===== config.mk =====
export PLATFORM = sky130hd
export DESIGN_NAME = pipe_skid_reg
export DESIGN_NICKNAME = d
export VERILOG_FILES = /design/src/rtl/pipe_pkg.sv /design/src/rtl/pipe_data_reg.sv /design/src/rtl/pipe_skid_reg.sv
export SDC_FILE = /design/constraint.sdc
export NUM_CORES = 1
export LEC_CHECK = 0
export ABC_AREA = 1
export ABC_CLOCK_PERIOD_IN_PS = 2300
export BUFFER_PORTS_ARGS = -buffer_cell sky130_fd_sc_hd__buf_2
export CORE_ASPECT_RATIO = 1.25
export CORE_UTILIZATION = 43
export DETAILED_ROUTE_END_ITERATION = 7
export GPL_ROUTABILITY_DRIVEN = 0
export PLACE_DENSITY_LB_ADDON = 0.1
export SYNTH_ARGS = -nofsm -noshare
export SYNTH_HDL_FRONTEND = slang
export SYNTH_HIERARCHICAL = 1
export SYNTH_SLANG_ARGS = --single-unit

===== constraint.sdc =====
create_clock -name clk -period 2.3 [get_ports clk]
set_input_delay 0.46 -clock clk [delete_from_list [all_inputs] [get_ports clk]]
set_output_delay 0.46 -clock clk [all_outputs]
set_load 0.01 [all_outputs]

===== src/rtl/pipe_pkg.sv =====
// Shared definitions for pipeline-stage registers.
//   pipe_state_t    : stage occupancy state (empty / one entry / two entries)
//   PIPE_NOP_BUBBLE : 64-bit NOP encoding that CPU stages use as their bubble
//   pipe_occupancy  : maps a stage state to its entry count (0, 1 or 2)
package pipe_pkg;

  typedef enum logic [1:0] {
    PS_EMPTY = 2'd0,
    PS_FULL  = 2'd1,
    PS_SKID  = 2'd2
  } pipe_state_t;

  // RISC-V canonical NOP (addi x0, x0, 0), zero-extended to 64 bits.
  localparam logic [63:0] PIPE_NOP_BUBBLE = 64'h0000_0000_0000_0013;

  function automatic logic [1:0] pipe_occupancy(input pipe_state_t s);
    logic [1:0] n;
    n = 2'd0;
    case (s)
      PS_EMPTY: n = 2'd0;
      PS_FULL:  n = 2'd1;
      PS_SKID:  n = 2'd2;
      default:  n = 2'd0;
    endcase
    return n;
  endfunction

endpackage


===== src/rtl/pipe_data_reg.sv =====
// Enable-gated payload register with asynchronous active-high reset.
//   clk   : rising-edge clock
//   reset : asynchronous active-high reset, loads RST_VAL
//   en    : load d on the next rising edge
//   d     : next value
//   q     : registered value
module pipe_data_reg #(
  parameter int unsigned           WIDTH   = 64,
  parameter logic [WIDTH-1:0]      RST_VAL = '0
) (
  input  logic             clk,
  input  logic             reset,
  input  logic             en,
  input  logic [WIDTH-1:0] d,
  output logic [WIDTH-1:0] q
);

  always_ff @(posedge clk or posedge reset) begin
    if (reset) begin
      q <= RST_VAL;
    end else if (en) begin
      q <= d;
    end
  end

endmodule


===== src/rtl/pipe_skid_reg.sv =====
// Pipeline-stage register with valid/ready handshake, one-entry skid buffer
// and synchronous flush. The main entry drives out_data; the skid entry
// catches the beat that was already in flight when out_ready fell, so
// in_ready can be registered and still lose nothing.
//   clk       : rising-edge clock
//   reset     : asynchronous active-high reset, empties the stage
//   flush     : synchronous squash of both entries (input in same cycle dropped)
//   in_valid  : upstream offers in_data
//   in_ready  : stage can accept (function of state only)
//   in_data   : upstream payload
//   out_valid : out_data holds a live entry (function of state only)
//   out_ready : downstream consumes this cycle
//   out_data  : main entry payload
//   count     : occupancy 0, 1 or 2
module pipe_skid_reg
  import pipe_pkg::*;
#(
  parameter int unsigned      WIDTH  = 64,
  parameter logic [WIDTH-1:0] BUBBLE = '0
) (
  input  logic             clk,
  input  logic             reset,
  input  logic             flush,
  input  logic             in_valid,
  output logic             in_ready,
  input  logic [WIDTH-1:0] in_data,
  output logic             out_valid,
  input  logic             out_ready,
  output logic [WIDTH-1:0] out_data,
  output logic [1:0]       count
);

  pipe_state_t      state;
  pipe_state_t      state_nxt;
  logic             acc;
  logic             deq;
  logic             main_en;
  logic             skid_en;
  logic [WIDTH-1:0] main_d;
  logic [WIDTH-1:0] skid_d;
  logic [WIDTH-1:0] skid_q;

  assign in_ready  = (state != PS_SKID);
  assign out_valid = (state != PS_EMPTY);
  assign count     = pipe_occupancy(state);

  assign acc = in_valid & in_ready;
  assign deq = out_valid & out_ready;

  always_comb begin
    state_nxt = state;
    main_en   = 1'b0;
    main_d    = in_data;
    skid_en   = 1'b0;
    skid_d    = in_data;
    if (flush) begin
      state_nxt = PS_EMPTY;
      main_en   = 1'b1;
      main_d    = BUBBLE;
      skid_en   = 1'b1;
      skid_d    = BUBBLE;
    end else begin
      case (state)
        PS_EMPTY: begin
          if (acc) begin
            main_en   = 1'b1;
            state_nxt = PS_FULL;
          end
        end
        PS_FULL: begin
          if (acc && deq) begin
            main_en = 1'b1;
          end else if (acc) begin
            skid_en   = 1'b1;
            state_nxt = PS_SKID;
          end else if (deq) begin
            // main keeps its stale payload; only the state marks it dead
            state_nxt = PS_EMPTY;
          end
        end
        PS_SKID: begin
          if (deq) begin
            main_en   = 1'b1;
            main_d    = skid_q;
            skid_en   = 1'b1;
            skid_d    = BUBBLE;
            state_nxt = PS_FULL;
          end
        end
        default: state_nxt = PS_EMPTY;
      endcase
    end
  end

  always_ff @(posedge clk or posedge reset) begin
    if (reset) begin
      state <= PS_EMPTY;
    end else begin
      state <= state_nxt;
    end
  end

  pipe_data_reg #(
    .WIDTH   (WIDTH),
    .RST_VAL (BUBBLE)
  ) u_main (
    .clk   (clk),
    .reset (reset),
    .en    (main_en),
    .d     (main_d),
    .q     (out_data)
  );

  pipe_data_reg #(
    .WIDTH   (WIDTH),
    .RST_VAL (BUBBLE)
  ) u_skid (
    .clk   (clk),
    .reset (reset),
    .en    (skid_en),
    .d     (skid_d),
    .q     (skid_q)
  );

endmodule


==> out/summary.txt <==
CTS Buf Count: 17
number of global-route vias before repair: 5279
row cnt: 49
DR iter-0 viols: 246
CTS tree: yes
CP max FO: 27
number of vias per cell: 4.53
net switching power: 0.00201 W
WP data required: 2.66 ns
die footprint: 15400 um^2
final setup violation count: 0
antenna violations before repair: 0
count of final hold-check violations: 0
Fillers: 1490
DRC viols: 18
setup_tns: 0 ns
# nets final: 1067
Unique masters post-synth: 24
slowest CP cell: dfrtp_1
Die Wd: 111 um
first-pass GRT wire length: 25600 um
Max Freq: 475 MHz
leakage power: 4.77 nW
Seq/Total Area, Yosys: 50.6%
diode count: 0
Pins Over Slew Limit: 0
worst relative slew slack: 64.9%
FF/Latch Area: 3250 um^2
post-route ant nets: 0
grt ovf: 0
Comb pwr share: 20.4%
clock period minus worst slack: 2.11 ns
Clock Tree Buf Depth: 2
Setup Fix Bufs, Post-CTS: 0
Skew-Pair Late Insertion Delay: 0.42 ns
clk sinks: 130
layout cell share with drive strength beyond 1: 21.9%
Synth Warn #: 6
CP bufs+invs: 3
Avg WL per Cell: 13.1 um
GRT met1 Usage: 26.8%
Peak supply drop: 0.000396 V
P_int: 0.00464 W
initial core utilization: 44.4%
violated checks: DRC
router iterations before antenna repair: 7
Largest stage delay, worst path: 0.42 ns
Worst-Margin Slew: 0.526 ns
CP startpoint kind: register
Clock power frac: 36.4%
I/O pin count: 137
Hold Path Class: in2reg
final total power: 0.00665 W
largest net degree at the start of global routing: 65
Max Cap Violations: 0
critical path endpoint category: register
Syn Nets: 930
Tot GR Track Use: 21.0%
status: finished, violations left
H-tree Lvls: 4
met3 Usage GRT: 5.07%
Setup CP Type: reg2reg
Setup Skew: 0.00836 ns
cell family with most CP delay: buffers and inverters
via count: 5358
met2 GRT Util: 34.4%
Seq pwr share: 43.2%
Layout area overhead: 21.3%
Top Usage Layer GRT: met2
ordered cell list for the critical path: inv_1 > ha_1 > nor2_1 > nand3_1 > o211ai_1 > nand2_1 > nand2_2 > inv_2 > clkbuf_16 > nand2_1 > nand2_1
CP arrival: 2.46 ns
Final Cycle Share: 91.6%
DRT Wirelength: 15500 um
Chip Height: 139 um
most used cell, CP: nand2_1
area of the core: 14500 um^2
multi-input logic area: 2310 um^2
Root Driver: clkbuf_16
mapped cell area: 6430 um^2
Switching Share: 30.3%
clock-pin slew on the worst setup and hold paths: 0.05 ns
IO buf count: 136
RSZ-0062 raised after global routing: false
P per Cell Area: 853 nW/um^2
Syn Area/Cell: 7.52 um^2
FF+latch count, synth: 130
Post-Syn Instances: 855
HPWL after detailed placement: 9900 um
[worst register-to-register path: stages (launching register included)]
cell       delay [ns]
dfrtp_1          0.42
inv_1            0.14
ha_1             0.31
nor2_1           0.11
nand3_1          0.14
o211ai_1         0.10
nand2_1          0.08
nand2_2          0.09
inv_2            0.24
clkbuf_16        0.28
nand2_1          0.08
nand2_1          0.06
[layout by cell type, fill, tap and decap left out]
cell	n
clkbuf_16	18
o211ai_1	1
nor2_1	21
a21oi_1	1
o22ai_1	17
ha_1	6
nand3_1	4
clkinv_2	4
o21ai_2	3
buf_2	136
a21oi_4	1
dlygate4sd3_1	1
buf_12	6
nand3_2	1
o21ai_0	27
clkinvlp_4	1
inv_2	7
buf_4	13
nand2_4	3
clkbuf_1	5
inv_1	135
buf_6	1
nand2_1	418
clkbuf_8	4
inv_4	1
nand4_1	1
o21ai_1	17
dfrtp_1	130
nand2_2	21
[sequential cells by signal, summed over array words and instances, names as in the netlist]
signal,flops
state,2
u_main/q,64
u_skid/q,64
[power groups by stage]
stage,Clock [W],Combinational (W),Sequential [W]
2_1_floorplan,0,0.000874,0.00294
3_3_place_gp,0,0.00134,0.00291
3_5_place_dp,0,0.00135,0.00291
4_1_cts,0.00248,0.00136,0.00287
5_1_grt,0.00258,0.00156,0.00292
6_report,0.00242,0.00136,0.00287
[cell type report]
| cell class | instances | area share (%) |
|---|---|---|
| timing repair buffer | 158 | 12.1 |
| multi-input combinational | 542 | 29.6 |
| tap | 178 | 2.86 |
| sequential | 130 | 41.7 |
| inverter | 143 | 6.92 |
| clock inverter | 5 | 0.353 |
| clock buffer | 26 | 6.41 |
[cells by family (layout without fill, tap and decap cells)]
family,after synthesis,in the layout,synth area share (%)
adders and majority gates,6,6,1.17
buffers and inverters,183,332,13.7
DFF,130,130,50.6
AOI/OAI and AO/OA,67,67,5.76
and+or+nand+nor,469,469,28.7
[timing repair]
item | CTS | global route
hold buffers | 1 | 0
gates resized for setup | 0 | 1
endpoints found under the hold margin | 2 | 0
endpoints found under the setup margin | 0 | 5
[metrics by stage]
step | setup WS [ns] | utilization [%] | instance area (um^2) | std cells | hold slack, ns
floorplan | 0.242 | - | 6430 | 855 | 0.201
global placement | 0.198 | 49.9 | 7230 | 1149 | 0.346
detailed placement | 0.147 | 49.9 | 7230 | 1149 | 0.350
CTS | 0.136 | 53.7 | 7760 | 1181 | 0.241
global route | 0.00656 | 53.9 | 7790 | 1182 | 0.260
finish | 0.194 | 53.9 | 7790 | 1182 | 0.256
[final timing paths]
kind	start	to	slack [ns]	cells after the start
worst max-delay path	state[0]	u_main/q[17]	0.19	11
worst min-delay path	flush	state[0]	0.26	2
worst max register to register	state[0]	u_main/q[17]	0.19	11
worst min register to register	u_main/q[0]	u_main/q[0]	0.46	2
max in group asynchronous	reset	u_skid/q[33]	0.96	5
min in group asynchronous	reset	state[0]	0.49	3
[routing by layer]
layer / part of all wire (%) / vias to the layer above
li1: - / 2779
met1: 46 / 2458
met2: 48 / 105
met3: 4.6 / 16
met4: 1.7 / 0
met5: 0 / -
[synthesized netlist by cell type]
master	n	area [um^2]
o21ai_2	3	26.3
nand2_1	419	1570
a21oi_1	2	10.0
nand4_1	1	6.26
nand3_1	4	20.0
nand2_4	3	33.8
o22ai_1	17	106
inv_2	5	18.8
buf_4	2	15.0
buf_6	1	11.3
clkbuf_8	12	165
ha_1	6	75.1
o21ai_0	27	135
buf_2	19	95.1
nor2_1	21	78.8
clkbuf_1	4	15.0
o21ai_1	17	85.1
nand2_2	20	125
buf_12	2	40.0
o211ai_1	1	7.51
nand3_2	1	10.0
dfrtp_1	130	3250
inv_1	137	514
inv_4	1	6.26
Power figures use the tool's default switching activity.
